### config.mk
export PLATFORM = sky130hd
export DESIGN_NAME = ifu_fetch_flat
export DESIGN_NICKNAME = d
export VERILOG_FILES = /design/src/rtl/ifu_fetch_if.sv /design/src/rtl/ifu_fetch.sv /design/src/flat_wrapper.sv
export SDC_FILE = /design/constraint.sdc
export NUM_CORES = 1
export LEC_CHECK = 0
export CORE_UTILIZATION = 39
export DETAILED_ROUTE_END_ITERATION = 10
export PLACE_DENSITY = 0.92
export SYNTH_ARGS = -nofsm -noshare
export SYNTH_HDL_FRONTEND = slang
export SYNTH_SLANG_ARGS = --single-unit
### constraint.sdc
create_clock -name clk -period 5.2 [get_ports clk]
set_input_delay 1.56 -clock clk [delete_from_list [all_inputs] [get_ports clk]]
set_output_delay 1.56 -clock clk [all_outputs]
set_load 0.05 [all_outputs]
### src/rtl/ifu_fetch_if.sv
// Fetch-stage bus: instruction-memory request/response channels and the
// instruction handshake towards decode/execute.
interface ifu_fetch_if #(
    parameter int ISA_WIDTH = 32
);
    // Handshakes: a request transfers on the cycle both imem_req_valid and
    // imem_req_ready are high; valid and addr stay stable until then. The
    // response is valid-only (no backpressure). An instruction retires on the
    // cycle both inst_valid and inst_ready are high.
    logic                 imem_req_valid;
    logic                 imem_req_ready;
    logic [ISA_WIDTH-1:0] imem_req_addr;
    logic                 imem_rsp_valid;
    logic [ISA_WIDTH-1:0] imem_rsp_data;
    logic                 imem_rsp_err;
    logic                 inst_valid;
    logic                 inst_ready;
    logic [ISA_WIDTH-1:0] inst;
    logic [ISA_WIDTH-1:0] inst_pc;

    modport master (
        output imem_req_valid, imem_req_addr,
        input  imem_req_ready,
        input  imem_rsp_valid, imem_rsp_data, imem_rsp_err,
        output inst_valid, inst, inst_pc,
        input  inst_ready
    );

    modport slave (
        input  imem_req_valid, imem_req_addr,
        output imem_req_ready,
        output imem_rsp_valid, imem_rsp_data, imem_rsp_err,
        input  inst_valid, inst, inst_pc,
        output inst_ready
    );
endinterface

### src/rtl/ifu_fetch.sv
// Instruction fetch stage: owns the PC, fetches one instruction at a time and
// halts on fetch fault, misaligned PC or non-writing retirement. Optional
// performance counters are enabled by the IFU_PERF_EN macro.
module ifu_fetch #(
    parameter int                   ISA_WIDTH = 32,
    parameter logic [ISA_WIDTH-1:0] RESET_PC  = 32'h8000_0000
) (
    input  logic                 clk,
    input  logic                 rst,
    input  logic [ISA_WIDTH-1:0] pc_in,
    input  logic                 pc_w_en,
    output logic [ISA_WIDTH-1:0] pc_out,
    output logic                 halted,
    output logic                 fetch_fault,
    output logic [2:0]           state_dbg,
`ifdef IFU_PERF_EN
    output logic [31:0]          perf_fetch_cnt,
    output logic [31:0]          perf_stall_cnt,
`endif
    ifu_fetch_if.master          bus
);

    localparam logic [2:0] S_BOOT = 3'd0;
    localparam logic [2:0] S_REQ  = 3'd1;
    localparam logic [2:0] S_WAIT = 3'd2;
    localparam logic [2:0] S_OUT  = 3'd3;
    localparam logic [2:0] S_HALT = 3'd4;

    logic [2:0]           state;
    logic [ISA_WIDTH-1:0] pc;
    logic [ISA_WIDTH-1:0] inst_q;
    logic                 fault_q;

    always_ff @(posedge clk or posedge rst) begin
        if (rst) begin
            state   <= S_BOOT;
            pc      <= RESET_PC;
            inst_q  <= '0;
            fault_q <= 1'b0;
        end else begin
            case (state)
                S_BOOT: state <= S_REQ;
                S_REQ: begin
                    if (bus.imem_req_ready) state <= S_WAIT;
                end
                S_WAIT: begin
                    if (bus.imem_rsp_valid) begin
                        if (bus.imem_rsp_err) begin
                            fault_q <= 1'b1;
                            state   <= S_HALT;
                        end else begin
                            inst_q <= bus.imem_rsp_data;
                            state  <= S_OUT;
                        end
                    end
                end
                S_OUT: begin
                    // pc_w_en is only meaningful on the retiring cycle
                    if (bus.inst_ready) begin
                        if (!pc_w_en) begin
                            state <= S_HALT;
                        end else if (pc_in[1:0] == 2'b00) begin
                            pc    <= pc_in;
                            state <= S_REQ;
                        end else begin
                            fault_q <= 1'b1;
                            state   <= S_HALT;
                        end
                    end
                end
                S_HALT: state <= S_HALT;
                default: state <= S_HALT;
            endcase
        end
    end

`ifdef IFU_PERF_EN
    always_ff @(posedge clk or posedge rst) begin
        if (rst) begin
            perf_fetch_cnt <= '0;
            perf_stall_cnt <= '0;
        end else begin
            if (state == S_WAIT && bus.imem_rsp_valid && !bus.imem_rsp_err)
                perf_fetch_cnt <= perf_fetch_cnt + 32'd1;
            if (state == S_REQ || state == S_WAIT)
                perf_stall_cnt <= perf_stall_cnt + 32'd1;
        end
    end
`endif

    // All outputs decode registered state only; no memory-input paths.
    assign bus.imem_req_valid = (state == S_REQ);
    assign bus.imem_req_addr  = pc;
    assign bus.inst_valid     = (state == S_OUT);
    assign bus.inst           = inst_q;
    assign bus.inst_pc        = pc;
    assign pc_out             = pc;
    assign halted             = (state == S_HALT);
    assign fetch_fault        = fault_q;
    assign state_dbg          = state;

endmodule

### src/flat_wrapper.sv
// flat-port wrapper written by rule: the top's interface ports become plain ports
module ifu_fetch_flat 
#(
    parameter int                   ISA_WIDTH = 32,
    parameter logic [ISA_WIDTH-1:0] RESET_PC  = 32'h8000_0000
)
  (clk, rst, pc_in, pc_w_en, pc_out, halted, fetch_fault, state_dbg, bus_imem_req_valid, bus_imem_req_addr, bus_imem_req_ready, bus_imem_rsp_valid, bus_imem_rsp_data, bus_imem_rsp_err, bus_inst_valid, bus_inst, bus_inst_pc, bus_inst_ready);
  ifu_fetch_if #(.ISA_WIDTH(ISA_WIDTH)) bus_i ();
  input  logic clk;
  input  logic rst;
  input  logic [ISA_WIDTH-1:0] pc_in;
  input  logic pc_w_en;
  output logic [ISA_WIDTH-1:0] pc_out;
  output logic halted;
  output logic fetch_fault;
  output logic [2:0] state_dbg;
  output wire logic [$bits(bus_i.imem_req_valid)-1:0] bus_imem_req_valid;
  output wire logic [$bits(bus_i.imem_req_addr)-1:0] bus_imem_req_addr;
  input wire logic [$bits(bus_i.imem_req_ready)-1:0] bus_imem_req_ready;
  input wire logic [$bits(bus_i.imem_rsp_valid)-1:0] bus_imem_rsp_valid;
  input wire logic [$bits(bus_i.imem_rsp_data)-1:0] bus_imem_rsp_data;
  input wire logic [$bits(bus_i.imem_rsp_err)-1:0] bus_imem_rsp_err;
  output wire logic [$bits(bus_i.inst_valid)-1:0] bus_inst_valid;
  output wire logic [$bits(bus_i.inst)-1:0] bus_inst;
  output wire logic [$bits(bus_i.inst_pc)-1:0] bus_inst_pc;
  input wire logic [$bits(bus_i.inst_ready)-1:0] bus_inst_ready;
  assign bus_imem_req_valid = bus_i.imem_req_valid;
  assign bus_imem_req_addr = bus_i.imem_req_addr;
  assign bus_i.imem_req_ready = bus_imem_req_ready;
  assign bus_i.imem_rsp_valid = bus_imem_rsp_valid;
  assign bus_i.imem_rsp_data = bus_imem_rsp_data;
  assign bus_i.imem_rsp_err = bus_imem_rsp_err;
  assign bus_inst_valid = bus_i.inst_valid;
  assign bus_inst = bus_i.inst;
  assign bus_inst_pc = bus_i.inst_pc;
  assign bus_i.inst_ready = bus_inst_ready;
  ifu_fetch #(.ISA_WIDTH(ISA_WIDTH), .RESET_PC(RESET_PC)) u_core (.clk(clk), .rst(rst), .pc_in(pc_in), .pc_w_en(pc_w_en), .pc_out(pc_out), .halted(halted), .fetch_fault(fetch_fault), .state_dbg(state_dbg), .bus(bus_i));
endmodule
## Word-level counts from Yosys, hierarchy flattened

Index checks and enable logic that the tools add are counted.

- Register bits after elaboration: 68
- Latch bits: 0
- RAM bits: 0
- ROM bits: 0
- Output and inout port bits: 135
- Memories kept: 0

- $add $sub $neg: 0
- $mul: 0
- Divide/modulo/power cells: 0
- Magnitude comparators: 0
- Eq/ne operators: 10
- Shift operators: 0
- Muxes and demuxes: 13
- Bitwise logic cells: 1
- Reductions and logical operators: 7

Operators with widths:

| cell | count |
|---|---|
| 3-bit 2-to-1 mux | 6 |
| 3-bit one-hot mux with 4 select lines | 1 |
| 2-bit != test, second input constant | 4 |
| 3-bit by 2-bit equality test with 1-bit output, second input constant | 2 |
| 3-bit AND reduction | 2 |
| 6-bit AND reduction | 1 |
| 1-bit 2-to-1 mux | 5 |
| 2-bit by 1-bit != test with 1-bit output, second input constant | 2 |
| 4-bit AND reduction | 1 |
| 3-bit by 1-bit equality test with 1-bit output, second input constant | 1 |
| 3-bit equality test, second input constant | 1 |
| 3-bit logical NOT | 1 |
| 2-bit logical NOT | 1 |
| 1-bit one-hot mux with 2 select lines | 1 |
| 2-bit nonzero test | 1 |
| 1-bit inverter | 1 |

## Logic depth before layout (Yosys ltp)

- Word-level depth: 5
- Gate-level depth with buffers: 5
- Mapped depth without buffers: 3

## Least setup slack after synthesis

No wires, ideal clock.

- Path type: reg2out
- Start point: reg u_core.state[0] (netlist: u_core.state_dbg[0])
- End point: out bus_imem_req_valid
- Arrival: 1.976 ns
- Required time: 3.640 ns
- Slack: 1.664 ns
- Stages on the path, launching flop included: 2
- Cells stage by stage: dfrtp_1 > nor3b_1

- Longest elaborated chain between the ends: 1

RTL lines:

| item | line | source |
|---|---|---|
| from (decl) | ifu_fetch.sv:29 | `logic [2:0] state;` |
| from (signal assigned) | ifu_fetch.sv:36 | `state <= S_BOOT;` |
| from (signal assigned) | ifu_fetch.sv:42 | `S_BOOT: state <= S_REQ;` |
| from (signal assigned) | ifu_fetch.sv:44 | `if (bus.imem_req_ready) state <= S_WAIT;` |
| 3-bit by 1-bit equality test with 1-bit output | ifu_fetch.sv:92 | `assign bus.imem_req_valid = (state == S_REQ);` |
| to (decl) | flat_wrapper.sv:17 | `output wire logic [$bits(bus_i.imem_req_valid)-1:0] bus_imem_req_valid;` |

No other way between the ends.

## Worst setup path after layout

- Start point: reg u_core.state[2] (netlist: u_core.state_dbg[2])
- End point: out halted

- Longest elaborated chain between the ends: 1

RTL lines:

| item | line | source |
|---|---|---|
| 3-bit equality test | ifu_fetch.sv:98 | `assign halted = (state == S_HALT);` |
| to (decl) | flat_wrapper.sv:14 | `output logic halted;` |

No other way between the ends.

==> out/metrics.yaml <==
drv_cap: 0
status: "completed"
cts_root_buffer: "clkbuf_8"
crit_path_start_kind: "flop"
layout.nets: 445
synth_nets: 298
fmax_mhz: 287
min_period_over_period_pct: 67.0
avgRoutedWirePerCell_um: 15.4
ys.warnings.count: 0
yosys.area.top_type: "dfrtp_1"
drive_gt1_share_pct: 21.4
cts_resized: 0
dieHeight_um: 91.8
postCtsSetupBuffers: 0
setup.worst_path.start: "u_core.state_dbg[2]$_DFFE_PP0P_"
track_usage_pct: 17.9
worstReg2RegStart: "u_core.state_dbg[1]$_DFFE_PP0P_"
dpl.hpwl_um: 5710
grt_max_degree: 47
drtIter0Drc: 32
grt_antenna_before_repair: 0
place.gp.congestion: 0.736
worst_ep_arrival_time_ns: 1.93
critPathKind: "reg -> out"
ir_drop_uv: 391
p_leak_nw: 2.19
initial_core_util_pct: 40.5
avgSynthCellArea_um2: 13.8
timing.reg2reg.setup_slack_ns: 3.12
yosys_most_used_dff: "dfrtp_1"
utilization_pct: 64.9
synth_common_cells: "dfrtp_1, buf_4, mux2_2"
cts.sinks: 68
vias: 2188
power-per-cell-area_nw_per_um2: 529
rsz0062_at_grt: "false"
r2r-end: "u_core.bus.inst[13]$_DFFE_PP0P_"
synthDominantCellAreaShare_pct: 53.3
synth_area_leaders: "dfrtp_1, mux2_2, buf_4"
num_rows: 32
max_slew_margin_pct: 37.7
critPathRequiredTime_ns: 3.64
setup-tns-final_ns: 0
syn_area_um2: 3140
cts-buffers-inserted: 9
endpoint: "halted"
hp-class: "reg -> reg"
synth.most_common_cell: "dfrtp_1"
tightest_slew_ns: 0.933
die_area_um2: 8420
cts_tree: "done"
final-setup-viol-count: 0
area_growth_pct: 60.4
synth-edff-count: 0
slew_violations: 0
ant_nets: 0
clkTransAtPathRegs_ns: 0.07
yosys_register_bits: 68
core_um2: 7770
io_buffers: 205
cts_hold_buf: 0
r2r_cells: 3
synth.yosys.seq_area_share_pct: 54.2
die_width_um: 91.8
postRouteWirelength_um: 7410
vias_per_cell: 4.55
synth_cell_types: 26
first_pass_iters: 4
cts_buffer_depth: 2
finalHoldViolations: 0
synth_cells: 227
synthArstFlopShare_pct: 100
fin_skew_ns: 0.0108
htreeDepth: 3
period_needed_ns: 3.49
grt-ovfl-total: 0
grt_pass1_vias: 2300
n_antenna_cell: 0
io_pins: 206
drc: 0
grt_pass1_wl_um: 11700
clock_latency_ns: 0.34
crit_path_max_fanout: 8
end_kind: "primary output"
sequential cells by signal, summed over array words and instances, names as in the netlist:
register and flops:
u_core.bus.imem_req_addr 32, u_core.bus.inst 32, u_core.state_dbg 3, u_core.fetch_fault 1
worst min path at each step:
stage,start,end,slack [ns],cells past startpoint
after floorplan,u_core.bus.imem_req_addr[31]$_DFFE_PP1P_,u_core.bus.imem_req_addr[31]$_DFFE_PP1P_,0.74,1
after global placement,u_core.bus.inst[24]$_DFFE_PP0P_,u_core.bus.inst[24]$_DFFE_PP0P_,0.48,1
after detailed placement,u_core.bus.inst[24]$_DFFE_PP0P_,u_core.bus.inst[24]$_DFFE_PP0P_,0.48,1
after CTS,u_core.bus.inst[24]$_DFFE_PP0P_,u_core.bus.inst[24]$_DFFE_PP0P_,0.50,1
after global routing,u_core.bus.inst[24]$_DFFE_PP0P_,u_core.bus.inst[24]$_DFFE_PP0P_,0.51,1
final,u_core.bus.inst[24]$_DFFE_PP0P_,u_core.bus.inst[24]$_DFFE_PP0P_,0.50,1
per-layer routing:
| layer | track usage [%] | vias up | part of all wire, % |
|---|---|---|---|
| met5 | 0 | - | 0 |
| met4 | 5.08 | 0 | 0.82 |
| met3 | 6.80 | 7 | 8.9 |
| met2 | 31.4 | 124 | 53 |
| met1 | 20.2 | 1055 | 38 |
| li1 | - | 1002 | - |
area by class of cell:
| cell class | count | area, µm² |
|---|---|---|
| clock buffer | 11 | 151 |
| clock inverter | 5 | 106 |
| fill | 589 | 2730 |
| inverter | 2 | 7.51 |
| multi-input combinational | 86 | 880 |
| sequential | 68 | 1700 |
| tap | 102 | 128 |
| timing repair buffer | 207 | 2070 |
per-stage QoR:
step | power [mW] | instances | hold slack (ns) | worst slack, ns | instance area, µm²
after floorplan | 1.68 | 227 | 0.738 | 1.66 | 3140
after global placement | 2.11 | 465 | 0.476 | 1.78 | 4780
after CTS | 2.69 | 481 | 0.500 | 1.70 | 5040
after detailed placement | 2.14 | 465 | 0.483 | 1.71 | 4780
after global routing | 2.77 | 481 | 0.509 | 1.59 | 5040
final | 2.67 | 481 | 0.496 | 1.71 | 5040
power by group:
group | internal [mW] | total, mW | switching (mW) | leakage [nW]
Clock | 0.347 | 0.547 | 0.200 | 0.126
Sequential | 0.679 | 0.783 | 0.105 | 0.918
Combinational | 0.478 | 1.34 | 0.861 | 1.14
worst max-delay path, cell delays in order, from the launching register on:
cell and delay, ns:
dfrtp_1 0.47, inv_1 0.12, nor3_1 0.17, clkdlybuf4s50_1 0.84
layout by cell type, fill, tap and decap left out, drive strengths merged, types with 2 or more instances in the layout:
master         Yosys  layout
nand2              2       2
nor2b              5       5
buf               70       2
clkbuf             1      11
nand2b             2       2
a21oi              2       2
inv                2       3
bufinv             0       3
mux2              62      62
clkdlybuf4s50      0     205
dfrtp             67      67
cells by family after synthesis:
| family | Yosys count | synth area share, % |
|---|---|---|
| mux | 62 | 22.2 |
| buf+inv | 73 | 17.8 |
| flops | 68 | 54.2 |
| simple gates | 16 | 3.98 |
| compound gates | 8 | 1.79 |
(Power assumes the default switching activity.)
